File: config.mk
export PLATFORM = sky130hd
export DESIGN_NAME = mem_arbiter_flat
export DESIGN_NICKNAME = d
export VERILOG_FILES = /design/src/rtl/mem_arbiter_if.sv /design/src/rtl/mem_arbiter.sv /design/src/flat_wrapper.sv
export SDC_FILE = /design/constraint.sdc
export NUM_CORES = 1
export LEC_CHECK = 0
export BUFFER_PORTS_ARGS = -buffer_cell sky130_fd_sc_hd__buf_2
export CORE_MARGIN = 1
export CORE_UTILIZATION = 45
export DETAILED_ROUTE_END_ITERATION = 6
export PLACE_DENSITY = 0.8
export SYNTH_ARGS = -nofsm -noshare
export SYNTH_HDL_FRONTEND = slang
export SYNTH_SLANG_ARGS = --single-unit
File: constraint.sdc
create_clock -name clk -period 1.8 [get_ports clk]
set_input_delay 0.18 -clock clk [delete_from_list [all_inputs] [get_ports clk]]
set_output_delay 0.18 -clock clk [all_outputs]
set_load 0.1 [all_outputs]
File: src/rtl/mem_arbiter_if.sv
// Bus bundle between the I/D cache requesters, the arbiter and the memory port.
// The master modport is the requester/memory side; the arbiter takes the slave modport.
interface mem_arbiter_if #(
  parameter int WORD_SIZE = 16
);
  // Handshake: a requester raises req (level) with write/addr/wdata stable; the arbiter
  // samples them only in the cycle it grants, and answers with a one-cycle done pulse.
  // Memory: read_m/write_m are held with addr/data_out for the whole access; data_in is
  // sampled in the final access cycle.
  logic                 i__req;
  logic                 d__req;
  logic                 i__write;
  logic                 d__write;
  logic [WORD_SIZE-1:0] i__addr;
  logic [WORD_SIZE-1:0] d__addr;
  logic [WORD_SIZE-1:0] i__wdata;
  logic [WORD_SIZE-1:0] d__wdata;
  logic                 i__done;
  logic                 d__done;
  logic [WORD_SIZE-1:0] o__rdata;
  logic                 m__read_m;
  logic                 m__write_m;
  logic [WORD_SIZE-1:0] m__addr;
  logic [WORD_SIZE-1:0] m__data_out;
  logic [WORD_SIZE-1:0] m__data_in;
  logic                 busy;

  modport master (
    output i__req, d__req, i__write, d__write,
    output i__addr, d__addr, i__wdata, d__wdata,
    output m__data_in,
    input  i__done, d__done, o__rdata,
    input  m__read_m, m__write_m, m__addr, m__data_out,
    input  busy
  );

  modport slave (
    input  i__req, d__req, i__write, d__write,
    input  i__addr, d__addr, i__wdata, d__wdata,
    input  m__data_in,
    output i__done, d__done, o__rdata,
    output m__read_m, m__write_m, m__addr, m__data_out,
    output busy
  );
endinterface

File: src/rtl/mem_arbiter.sv
// Two-port (I-cache / D-cache) arbiter onto a single fixed-latency memory port.
// Define ROUND_ROBIN_EN for alternating tie-break; default build gives the D side fixed priority.
module mem_arbiter #(
  parameter int WORD_SIZE   = 16,
  parameter int MEM_LATENCY = 4
) (
  input  logic             clk,
  input  logic             reset,
  mem_arbiter_if.slave     bus,
  output logic [1:0]       o_dbg_state
);

  localparam logic [1:0] ST_IDLE    = 2'd0;
  localparam logic [1:0] ST_SERVE_I = 2'd1;
  localparam logic [1:0] ST_SERVE_D = 2'd2;
  localparam logic [1:0] ST_DONE    = 2'd3;

  localparam logic [3:0] LAT = MEM_LATENCY[3:0];

  logic [1:0]           r_state;
  logic [3:0]           r_cnt;
  logic                 r_sel_d;
  logic                 r_write;
  logic [WORD_SIZE-1:0] r_addr;
  logic [WORD_SIZE-1:0] r_wdata;
  logic [WORD_SIZE-1:0] r_rdata;
`ifdef ROUND_ROBIN_EN
  // 1 = D was granted last; reset value 0 lets D win the first tie.
  logic                 r_last_d;
`endif

  logic                 w_grant_any;
  logic                 w_grant_d;
  logic                 w_serving;

  always_comb begin
    w_grant_any = bus.i__req || bus.d__req;
`ifdef ROUND_ROBIN_EN
    w_grant_d   = bus.d__req && (!bus.i__req || !r_last_d);
`else
    w_grant_d   = bus.d__req;
`endif
  end

  always_ff @(posedge clk) begin
    if (reset) begin
      r_state  <= ST_IDLE;
      r_cnt    <= 4'd0;
      r_sel_d  <= 1'b0;
      r_write  <= 1'b0;
      r_addr   <= '0;
      r_wdata  <= '0;
      r_rdata  <= '0;
`ifdef ROUND_ROBIN_EN
      r_last_d <= 1'b0;
`endif
    end else begin
      case (r_state)
        ST_IDLE: begin
          if (w_grant_any) begin
            r_sel_d  <= w_grant_d;
            r_write  <= w_grant_d ? bus.d__write : bus.i__write;
            r_addr   <= w_grant_d ? bus.d__addr  : bus.i__addr;
            r_wdata  <= w_grant_d ? bus.d__wdata : bus.i__wdata;
            r_cnt    <= LAT;
            r_state  <= w_grant_d ? ST_SERVE_D : ST_SERVE_I;
`ifdef ROUND_ROBIN_EN
            r_last_d <= w_grant_d;
`endif
          end
        end
        ST_SERVE_I, ST_SERVE_D: begin
          // Memory data is only guaranteed valid in the final access cycle.
          if (r_cnt == 4'd1) begin
            if (!r_write) begin
              r_rdata <= bus.m__data_in;
            end
            r_state <= ST_DONE;
          end else begin
            r_cnt <= r_cnt - 4'd1;
          end
        end
        ST_DONE: begin
          r_state <= ST_IDLE;
        end
        default: begin
          r_state <= ST_IDLE;
        end
      endcase
    end
  end

  assign w_serving = (r_state == ST_SERVE_I) || (r_state == ST_SERVE_D);

  assign bus.m__read_m   = w_serving && !r_write;
  assign bus.m__write_m  = w_serving &&  r_write;
  assign bus.m__addr     = r_addr;
  assign bus.m__data_out = r_wdata;
  assign bus.i__done     = (r_state == ST_DONE) && !r_sel_d;
  assign bus.d__done     = (r_state == ST_DONE) &&  r_sel_d;
  assign bus.o__rdata    = r_rdata;
  assign bus.busy        = (r_state != ST_IDLE);
  assign o_dbg_state     = r_state;

endmodule

File: src/flat_wrapper.sv
// flat-port wrapper written by rule: the top's interface ports become plain ports
module mem_arbiter_flat 
#(
  parameter int WORD_SIZE   = 16,
  parameter int MEM_LATENCY = 4
)
  (clk, reset, o_dbg_state, bus_i__req, bus_d__req, bus_i__write, bus_d__write, bus_i__addr, bus_d__addr, bus_i__wdata, bus_d__wdata, bus_m__data_in, bus_i__done, bus_d__done, bus_o__rdata, bus_m__read_m, bus_m__write_m, bus_m__addr, bus_m__data_out, bus_busy);
  mem_arbiter_if #(.WORD_SIZE(WORD_SIZE)) bus_i ();
  input  logic clk;
  input  logic reset;
  output logic [1:0] o_dbg_state;
  input wire logic [$bits(bus_i.i__req)-1:0] bus_i__req;
  input wire logic [$bits(bus_i.d__req)-1:0] bus_d__req;
  input wire logic [$bits(bus_i.i__write)-1:0] bus_i__write;
  input wire logic [$bits(bus_i.d__write)-1:0] bus_d__write;
  input wire logic [$bits(bus_i.i__addr)-1:0] bus_i__addr;
  input wire logic [$bits(bus_i.d__addr)-1:0] bus_d__addr;
  input wire logic [$bits(bus_i.i__wdata)-1:0] bus_i__wdata;
  input wire logic [$bits(bus_i.d__wdata)-1:0] bus_d__wdata;
  input wire logic [$bits(bus_i.m__data_in)-1:0] bus_m__data_in;
  output wire logic [$bits(bus_i.i__done)-1:0] bus_i__done;
  output wire logic [$bits(bus_i.d__done)-1:0] bus_d__done;
  output wire logic [$bits(bus_i.o__rdata)-1:0] bus_o__rdata;
  output wire logic [$bits(bus_i.m__read_m)-1:0] bus_m__read_m;
  output wire logic [$bits(bus_i.m__write_m)-1:0] bus_m__write_m;
  output wire logic [$bits(bus_i.m__addr)-1:0] bus_m__addr;
  output wire logic [$bits(bus_i.m__data_out)-1:0] bus_m__data_out;
  output wire logic [$bits(bus_i.busy)-1:0] bus_busy;
  assign bus_i.i__req = bus_i__req;
  assign bus_i.d__req = bus_d__req;
  assign bus_i.i__write = bus_i__write;
  assign bus_i.d__write = bus_d__write;
  assign bus_i.i__addr = bus_i__addr;
  assign bus_i.d__addr = bus_d__addr;
  assign bus_i.i__wdata = bus_i__wdata;
  assign bus_i.d__wdata = bus_d__wdata;
  assign bus_i.m__data_in = bus_m__data_in;
  assign bus_i__done = bus_i.i__done;
  assign bus_d__done = bus_i.d__done;
  assign bus_o__rdata = bus_i.o__rdata;
  assign bus_m__read_m = bus_i.m__read_m;
  assign bus_m__write_m = bus_i.m__write_m;
  assign bus_m__addr = bus_i.m__addr;
  assign bus_m__data_out = bus_i.m__data_out;
  assign bus_busy = bus_i.busy;
  mem_arbiter #(.WORD_SIZE(WORD_SIZE), .MEM_LATENCY(MEM_LATENCY)) u_core (.clk(clk), .reset(reset), .bus(bus_i), .o_dbg_state(o_dbg_state));
endmodule
==> impl_summary.txt, run 1 <==
----------------------------------------------------
[Logic synthesis]
  Synth Instances ... between 200 and 300
  Seq/Total Area, Yosys ... 0.428
  Most instantiated cells after synthesis ... 56 x sky130_fd_sc_hd__dfxtp_1, 36 x sky130_fd_sc_hd__nor2_1, 33 x sky130_fd_sc_hd__mux2i_1
  Most used flip-flop cell after synthesis ... sky130_fd_sc_hd__dfxtp_1
  Cell taking the most area after synthesis ... sky130_fd_sc_hd__dfxtp_1
  Net count of the mapped netlist ... ~370
  Number of enable-type register cells in the synthesized netlist ... 0
  Top cell type's share of synthesized area ... 0.428
  Mean Syn Cell Area ... roughly 9.5 sq um
  Async set or reset register ratio after synthesis ... 0
  Dominant cell by count in the synthesized netlist ... sky130_fd_sc_hd__dfxtp_1
  Yosys cell types ... 36
  Count of synthesis-stage warnings from yosys ... 0
  Largest cells by area after synthesis ... sky130_fd_sc_hd__dfxtp_1 43%, sky130_fd_sc_hd__mux2i_1 13%, sky130_fd_sc_hd__a211oi_1 8.6%
  Area of the mapped netlist ... ~0.0026 sq mm
  Number of synthesized register bits ... between 50 and 60

[Setup path]
  Critical path start-end classification ... reg2out
  Worst-path maximum fanout ... 17
  Endpoint of the worst-slack reg-to-reg timing path ... u_core.bus.o__rdata[12]
  CP Capture Point ... bus_m__read_m
  Worst path cell trace ... inv_1, ha_4, nand2b_2, clkinv_4, buf_12
  Critical path startpoint category ... flop
  Crit end category ... primary output
  Flop-to-flop setup slack ... ~0.16 ns
  Worst endpoint data arrival time ... between 1.5 and 2 ns
  Source of the critical timing path ... u_core.o_dbg_state[0]
  Worst reg2reg path startpoint ... u_core.r_cnt[1]
  Logic depth of the worst register-to-register path ... 6
  CP max-delay cell ... sky130_fd_sc_hd__dfxtp_4
  CP Data Required Time ... roughly 1.6 ns
  Delay of the slowest cell on the worst path ... about 0.36 ns

[Floorplan]
  Die outline area ... roughly 0.006 sq mm
  Chip Width ... 78.3 um
  Die Y ... between 70 and 80 um
  Number of placement rows ... 27
  Io pins ... approximately 140
  Initial Utilization ... 0.470
  Placeable core region ... about 0.0056 sq mm

[Global route]
  Via count of the first global-routing pass ... between 2000 and 2500
  Overall global routing resource usage ... 0.197
  Total gr overflow ... 0
  Largest net degree at the start of global routing ... 37
  Global-route wire length before repair ... approximately 9600 um
  Number of antenna violations at the first check in global routing ... 0

[CTS]
  Clock tree buffer depth ... 2
  CTS H-Tree Depth ... 2
  Cts hold-fix bufs ... 0
  Sink Count ... 56
  Clock input transition at the sequential cells of the worst setup and hold paths ... approximately 0.090 ns
  CTS root buffer ... sky130_fd_sc_hd__clkbuf_8
  TritonCTS clock tree ... done
  Post-CTS setup buffer count ... 0
  Clock Latency Late Sink ... roughly 0.3 ns
  Number of clock buffers inserted by TritonCTS ... 5

[Power]
  Max VDD drop ... between 1 and 1.5 mV
  Power consumption ... roughly 6.2 mW
  P_leak ... 1.70 nW
  Power density over the cells ... approximately 1800 mW/mm^2

[Timing]
  Post-route minimum period ... around 1.7 ns
  Worst slew margin relative to its limit ... 0.670
  RSZ-0062 raised after global routing ... false
  Final setup violating endpoints ... 0
  Sum of negative setup slack ... 0 ns
  Share of the cycle needed by the critical path after routing ... 0.940
  Max Clk Rate ... 591 MHz
  Final worst clock skew ... 0.00454 ns
  Tightest Pin Transition ... roughly 0.5 ns
  Final hold violation count ... 0
  Pins over their slew limit ... 0

[Detailed routing]
  Count of vias placed by the detailed router ... 2417
  Antenna Nets Post-Route ... 0
  Vias per cell ... around 5.0
  First-pass detailed-route iteration total ... 4
  Routed Wire Length ... between 6000 and 7000 um
  Iteration-0 DRC Markers ... 69
  Post-route DRC ... 0
  Average wire per cell in the routed design ... 12.6 um

[Cells and area]
  Filler Cell Count ... 479
  Proportion of layout cells with a drive suffix above 1 ... 0.424
  Sequential Area ... approximately 0.0011 sq mm
  Layout area overhead ... 34.0%
  Final nets ... approximately 500
  Area occupied by multi-input gates ... roughly 0.0013 sq mm
  Count of inserted antenna diode cells ... 0

[Placement]
  IO buf count ... 140
  Gp weighted congestion ... ~0.75
  HPWL after detailed placement ... around 4600 um

[Flow run]
  Max-cap violation count ... 0

[Outcome]
  Run status ... finished clean

[Hold path]
  Min-delay worst type ... in2reg

----------------------------------------------------
## metrics by stage
stage | util | instances | hold WS (ns) | instance area [sq um] | setup WS [ns]
floorplan | - | 276 | 0.328 | 2640 | 0.00781
global placement | 0.608 | 474 | 0.434 | 3390 | 0.262
detailed placement | 0.608 | 474 | 0.442 | 3390 | 0.190
CTS | 0.630 | 482 | 0.107 | 3510 | 0.0859
global route | 0.630 | 482 | 0.113 | 3510 | 0.0250
finish | 0.630 | 482 | 0.122 | 3510 | 0.108
## worst max-delay path: cells and delay by family (launching register included)
family | cells | cell delay [ns]
buf+inv | 3 | 0.41
flops | 1 | 0.36
fa+ha+maj | 1 | 0.34
simple gates | 1 | 0.09
## per-layer routing
metal	vias up	share of wire	track usage
met5	-	0	0
met4	0	0.013	0.0759
met3	7	0.072	0.0407
met2	110	0.48	0.346
met1	1040	0.43	0.233
li1	1260	-	-
## logic make-up after synthesis
kind of cell	count (synthesis)	synth area share
mux	35	0.135
buf+inv	32	0.0740
flops	56	0.428
simple gates	69	0.128
compound gates	78	0.206
fa+ha+maj	6	0.0287
## layout by cell type (no fill, tap or decap), types with 2 or more instances in the layout
cell type                  netlist  final
sky130_fd_sc_hd__o21ai_0        16     16
sky130_fd_sc_hd__mux2i_1        33     33
sky130_fd_sc_hd__inv_1           8      8
sky130_fd_sc_hd__a21oi_1        18     18
sky130_fd_sc_hd__dfxtp_1        56     54
sky130_fd_sc_hd__buf_12          0      4
sky130_fd_sc_hd__a211oi_2        5      5
sky130_fd_sc_hd__nand3_1        16     16
sky130_fd_sc_hd__nand2b_1        2      2
sky130_fd_sc_hd__buf_2           4    138
sky130_fd_sc_hd__dfxtp_4         0      2
sky130_fd_sc_hd__o32ai_1         2      2
sky130_fd_sc_hd__nor2_1         36     36
sky130_fd_sc_hd__mux2_1          2      2
sky130_fd_sc_hd__or3_1           2      2
sky130_fd_sc_hd__ha_1            6      5
sky130_fd_sc_hd__clkbuf_8        0      5
sky130_fd_sc_hd__a211oi_1       30     30
sky130_fd_sc_hd__nand2_1         4      4
sky130_fd_sc_hd__buf_4           2      7
sky130_fd_sc_hd__nor3b_2         2      2
## flip-flops by register name, summed over array words and instances (netlist names)
register	count
u_core.bus.m__addr	16
u_core.bus.m__data_out	16
u_core.bus.o__rdata	16
u_core.r_cnt	4
u_core.o_dbg_state	2
u_core.r_sel_d	1
u_core.r_write	1
## timing repair
item | CTS | global route
setup endpoints to repair | 1 | 0
endpoints found under the hold margin | 0 | 0
resized for setup | 2 | 0
## report_power, final
group	switching, mW	internal [mW]
combinational	2.88	0.859
clock	0.386	0.413
sequential	0.153	1.53
total	3.42	2.80
## how the worst min path moves through the flow
stage	start	endpoint	slack [ns]	cells past startpoint
6_report	bus_m__data_in[10]	u_core.bus.o__rdata[10]	0.12	3
5_1_grt	bus_m__data_in[6]	u_core.bus.o__rdata[6]	0.11	3
4_1_cts	bus_m__data_in[10]	u_core.bus.o__rdata[10]	0.11	3
3_5_place_dp	bus_m__data_in[10]	u_core.bus.o__rdata[10]	0.44	3
3_3_place_gp	bus_m__data_in[6]	u_core.bus.o__rdata[6]	0.43	3
2_1_floorplan	bus_m__data_in[0]	u_core.bus.o__rdata[0]	0.33	2
## layout make-up
class,instances,share of cell area
clock buffer,6,0.0207
clock inverter,2,0.00998
inverter,9,0.0111
multi-input combinational,188,0.376
sequential,56,0.322
tap,72,0.0257
timing repair buffer,149,0.235
No activity file was read; power rests on OpenSTA's default activity.
==> run 2: changes to the inputs <==
Settings changed: CELL_PAD_IN_SITES_DETAIL_PLACEMENT set to 1, CELL_PAD_IN_SITES_GLOBAL_PLACEMENT set to 1, CORE_UTILIZATION 45 to 32, GPL_TIMING_DRIVEN set to 0.
==> run 2 against run 1 <==
Against the previous run: hold slack got worse by 0.018 ns; die area rose by 39%; non-clock buffer count rose by 15; global-route usage fell by 1.2 points; cell count rose by 9.3%; critical path type unchanged.
==> impl_summary.txt, run 2 (same netlist as run 1, synthesis figures left out) <==
----------------------------------------------------
[Detailed routing]
  Routed Wire Length ... 7780 um (+29%)
  First-pass detailed-route iteration total ... 4 (unchanged)
  Count of vias placed by the detailed router ... 2582 (+6.8%)
  Vias per cell ... 4.90 (-2.3%)
  Post-route DRC ... 0 (unchanged)
  Average wire per cell in the routed design ... 14.8 um (+18%)
  Antenna Nets Post-Route ... 0 (unchanged)
  Iteration-0 DRC Markers ... 53 (-23%)

[Timing]
  Final hold violation count ... 0 (unchanged)
  Final worst clock skew ... 0.00760 ns (+0.00307 ns)
  Share of the cycle needed by the critical path after routing ... 0.971 (+0.0310)
  RSZ-0062 raised after global routing ... true
  Tightest Pin Transition ... 0.531 ns (+0.0328 ns)
  Final setup violating endpoints ... 0 (unchanged)
  Post-route minimum period ... 1.75 ns (+0.0557 ns)
  Worst slew margin relative to its limit ... 0.645 (-0.0257)
  Setup WS post-layout ... 0.0518 ns (-0.0557 ns)
  Max Clk Rate ... 572 MHz (-3.2%)
  Pins over their slew limit ... 0 (unchanged)

[Setup path]
  Crit end category ... primary output
  Worst-path maximum fanout ... 10 (-7)
  Critical path startpoint category ... flop
  Delay of the slowest cell on the worst path ... 0.38 ns (+0.02 ns)
  Critical path start-end classification ... reg2out
  Worst endpoint data arrival time ... 1.57 ns (+0.06 ns)
  Worst path cell trace ... inv_2, ha_4, nand2b_4, clkinv_4, buf_8, buf_12
  CP max-delay cell ... sky130_fd_sc_hd__dfxtp_4
  CP Data Required Time ... 1.62 ns (about the same)

[Floorplan]
  Number of placement rows ... 32 (+19%)
  Die outline area ... 0.00855 sq mm (+39%)
  Placeable core region ... 0.00781 sq mm (+40%)
  Chip Width ... 92.5 um (+18%)
  Die Y ... 92.5 um (+18%)
  Io pins ... 141 (unchanged)
  Initial Utilization ... 0.336 (-0.134)

[CTS]
  Clock tree buffer depth ... 2 (unchanged)
  TritonCTS clock tree ... done
  Clock input transition at the sequential cells of the worst setup and hold paths ... 0.10 ns (about the same)
  CTS H-Tree Depth ... 2 (unchanged)
  Sink Count ... 56 (unchanged)
  CTS root buffer ... sky130_fd_sc_hd__clkbuf_8
  Number of clock buffers inserted by TritonCTS ... 5 (unchanged)
  Clock Latency Late Sink ... 0.31 ns (about the same)

[Global route]
  Overall global routing resource usage ... 0.184 (-0.0122)
  Via count of the first global-routing pass ... 2621 (+20%)
  Global-route wire length before repair ... 12600 um (+31%)
  Largest net degree at the start of global routing ... 18 (-51%)
  Total gr overflow ... 0 (unchanged)
  Number of antenna violations at the first check in global routing ... 0 (unchanged)

[Power]
  Max VDD drop ... 0.757 mV (-31%)
  Power consumption ... 6.38 mW (+2.6%)
  Power density over the cells ... 1770 mW/mm^2 (-0.32%)
  P_leak ... 1.74 nW (+1.8%)

[Hold path]
  Min-delay worst type ... in2reg

[Cells and area]
  Proportion of layout cells with a drive suffix above 1 ... 0.433 (+0.00855)
  Count of inserted antenna diode cells ... 0 (unchanged)
  Final nets ... 516 (+3.0%)
  Most common library cell in the layout ignoring fill and taps ... sky130_fd_sc_hd__buf_2
  Layout area overhead ... 37.9%
  Share of the core filled with cells ... 0.463 (-0.167)
  Highest-count cells in the layout ignoring fill and taps ... 141 x sky130_fd_sc_hd__buf_2, 54 x sky130_fd_sc_hd__dfxtp_1, 36 x sky130_fd_sc_hd__nor2_1
  Filler Cell Count ... 962 (+100%)

[Placement]
  Gp weighted congestion ... 0.729 (-3.0%)
  Minimum setup slack after placement ... -0.114 ns (-0.304 ns)
  HPWL after detailed placement ... 6210 um (+34%)
  IO buf count ... 139 (-0.71%)

[Flow run]
  Max-cap violation count ... 0 (unchanged)

[Outcome]
  Run status ... finished clean

----------------------------------------------------
[run 2: metal layers]
layer,share of wire,track usage,vias to the layer above,wire length [um]
met2,0.50,0.325,107,3870
met1,0.43,0.225,1191,3310
li1,-,-,1279,-
met4,0.0076,0.0391,0,59
met5,0,0,-,0
met3,0.069,0.0468,5,540
[run 2: cell type report]
cell class              count  area (sq um)  share of cell area
flip-flops and latches     56          1130               0.312
plain buffers              23           168              0.0464
multi-input cells         188          1330               0.369
clock inverters             2          16.3             0.00450
well taps                 102           128              0.0353
clock buffers               6          72.6              0.0201
inverters                   9          38.8              0.0107
repair buffers            141           728               0.202
[run 2: final timing paths]
path / from / endpoint / slack (ns) / cells past startpoint
worst min register to register: u_core.bus.o__rdata[2] / u_core.bus.o__rdata[2] / 0.49 / 2
worst max-delay path: u_core.o_dbg_state[1] / bus_m__read_m / 0.05 / 6
worst min-delay path: bus_m__data_in[14] / u_core.bus.o__rdata[14] / 0.10 / 3
worst max register to register: u_core.r_cnt[1] / u_core.o_dbg_state[0] / 0.10 / 6
[run 2: what timing repair did]
item | 4_1_cts | 5_1_grt
resized for setup | 8 | 3
hold buffers | 0 | 0
endpoints found under the setup margin | 2 | 8
setup buffers | 0 | 2
pin swaps | 0 | 1
[run 2: worst max-delay path, delay by kind of cell (launching register included)]
kind                       cells  cell delay (ns)
and+or+nand+nor                1             0.13
DFF                            1             0.38
adders and majority gates      1             0.26
buffers and inverters          4             0.47
[run 2: power by group]
group / internal (mW) / switching (mW)
Combinational: 0.981 / 2.99
Sequential: 1.53 / 0.179
Clock: 0.278 / 0.425
[run 2: per-stage QoR]
stage	area, sq um	hold WS [ns]	cells	setup TNS, ns
finish	3610	0.104	527	0
global route	3610	0.103	527	-0.0210
CTS	3590	0.103	525	-0.0391
detailed placement	3470	0.444	517	-0.114
global placement	3470	0.435	517	-0.0869
floorplan	2640	0.328	276	0
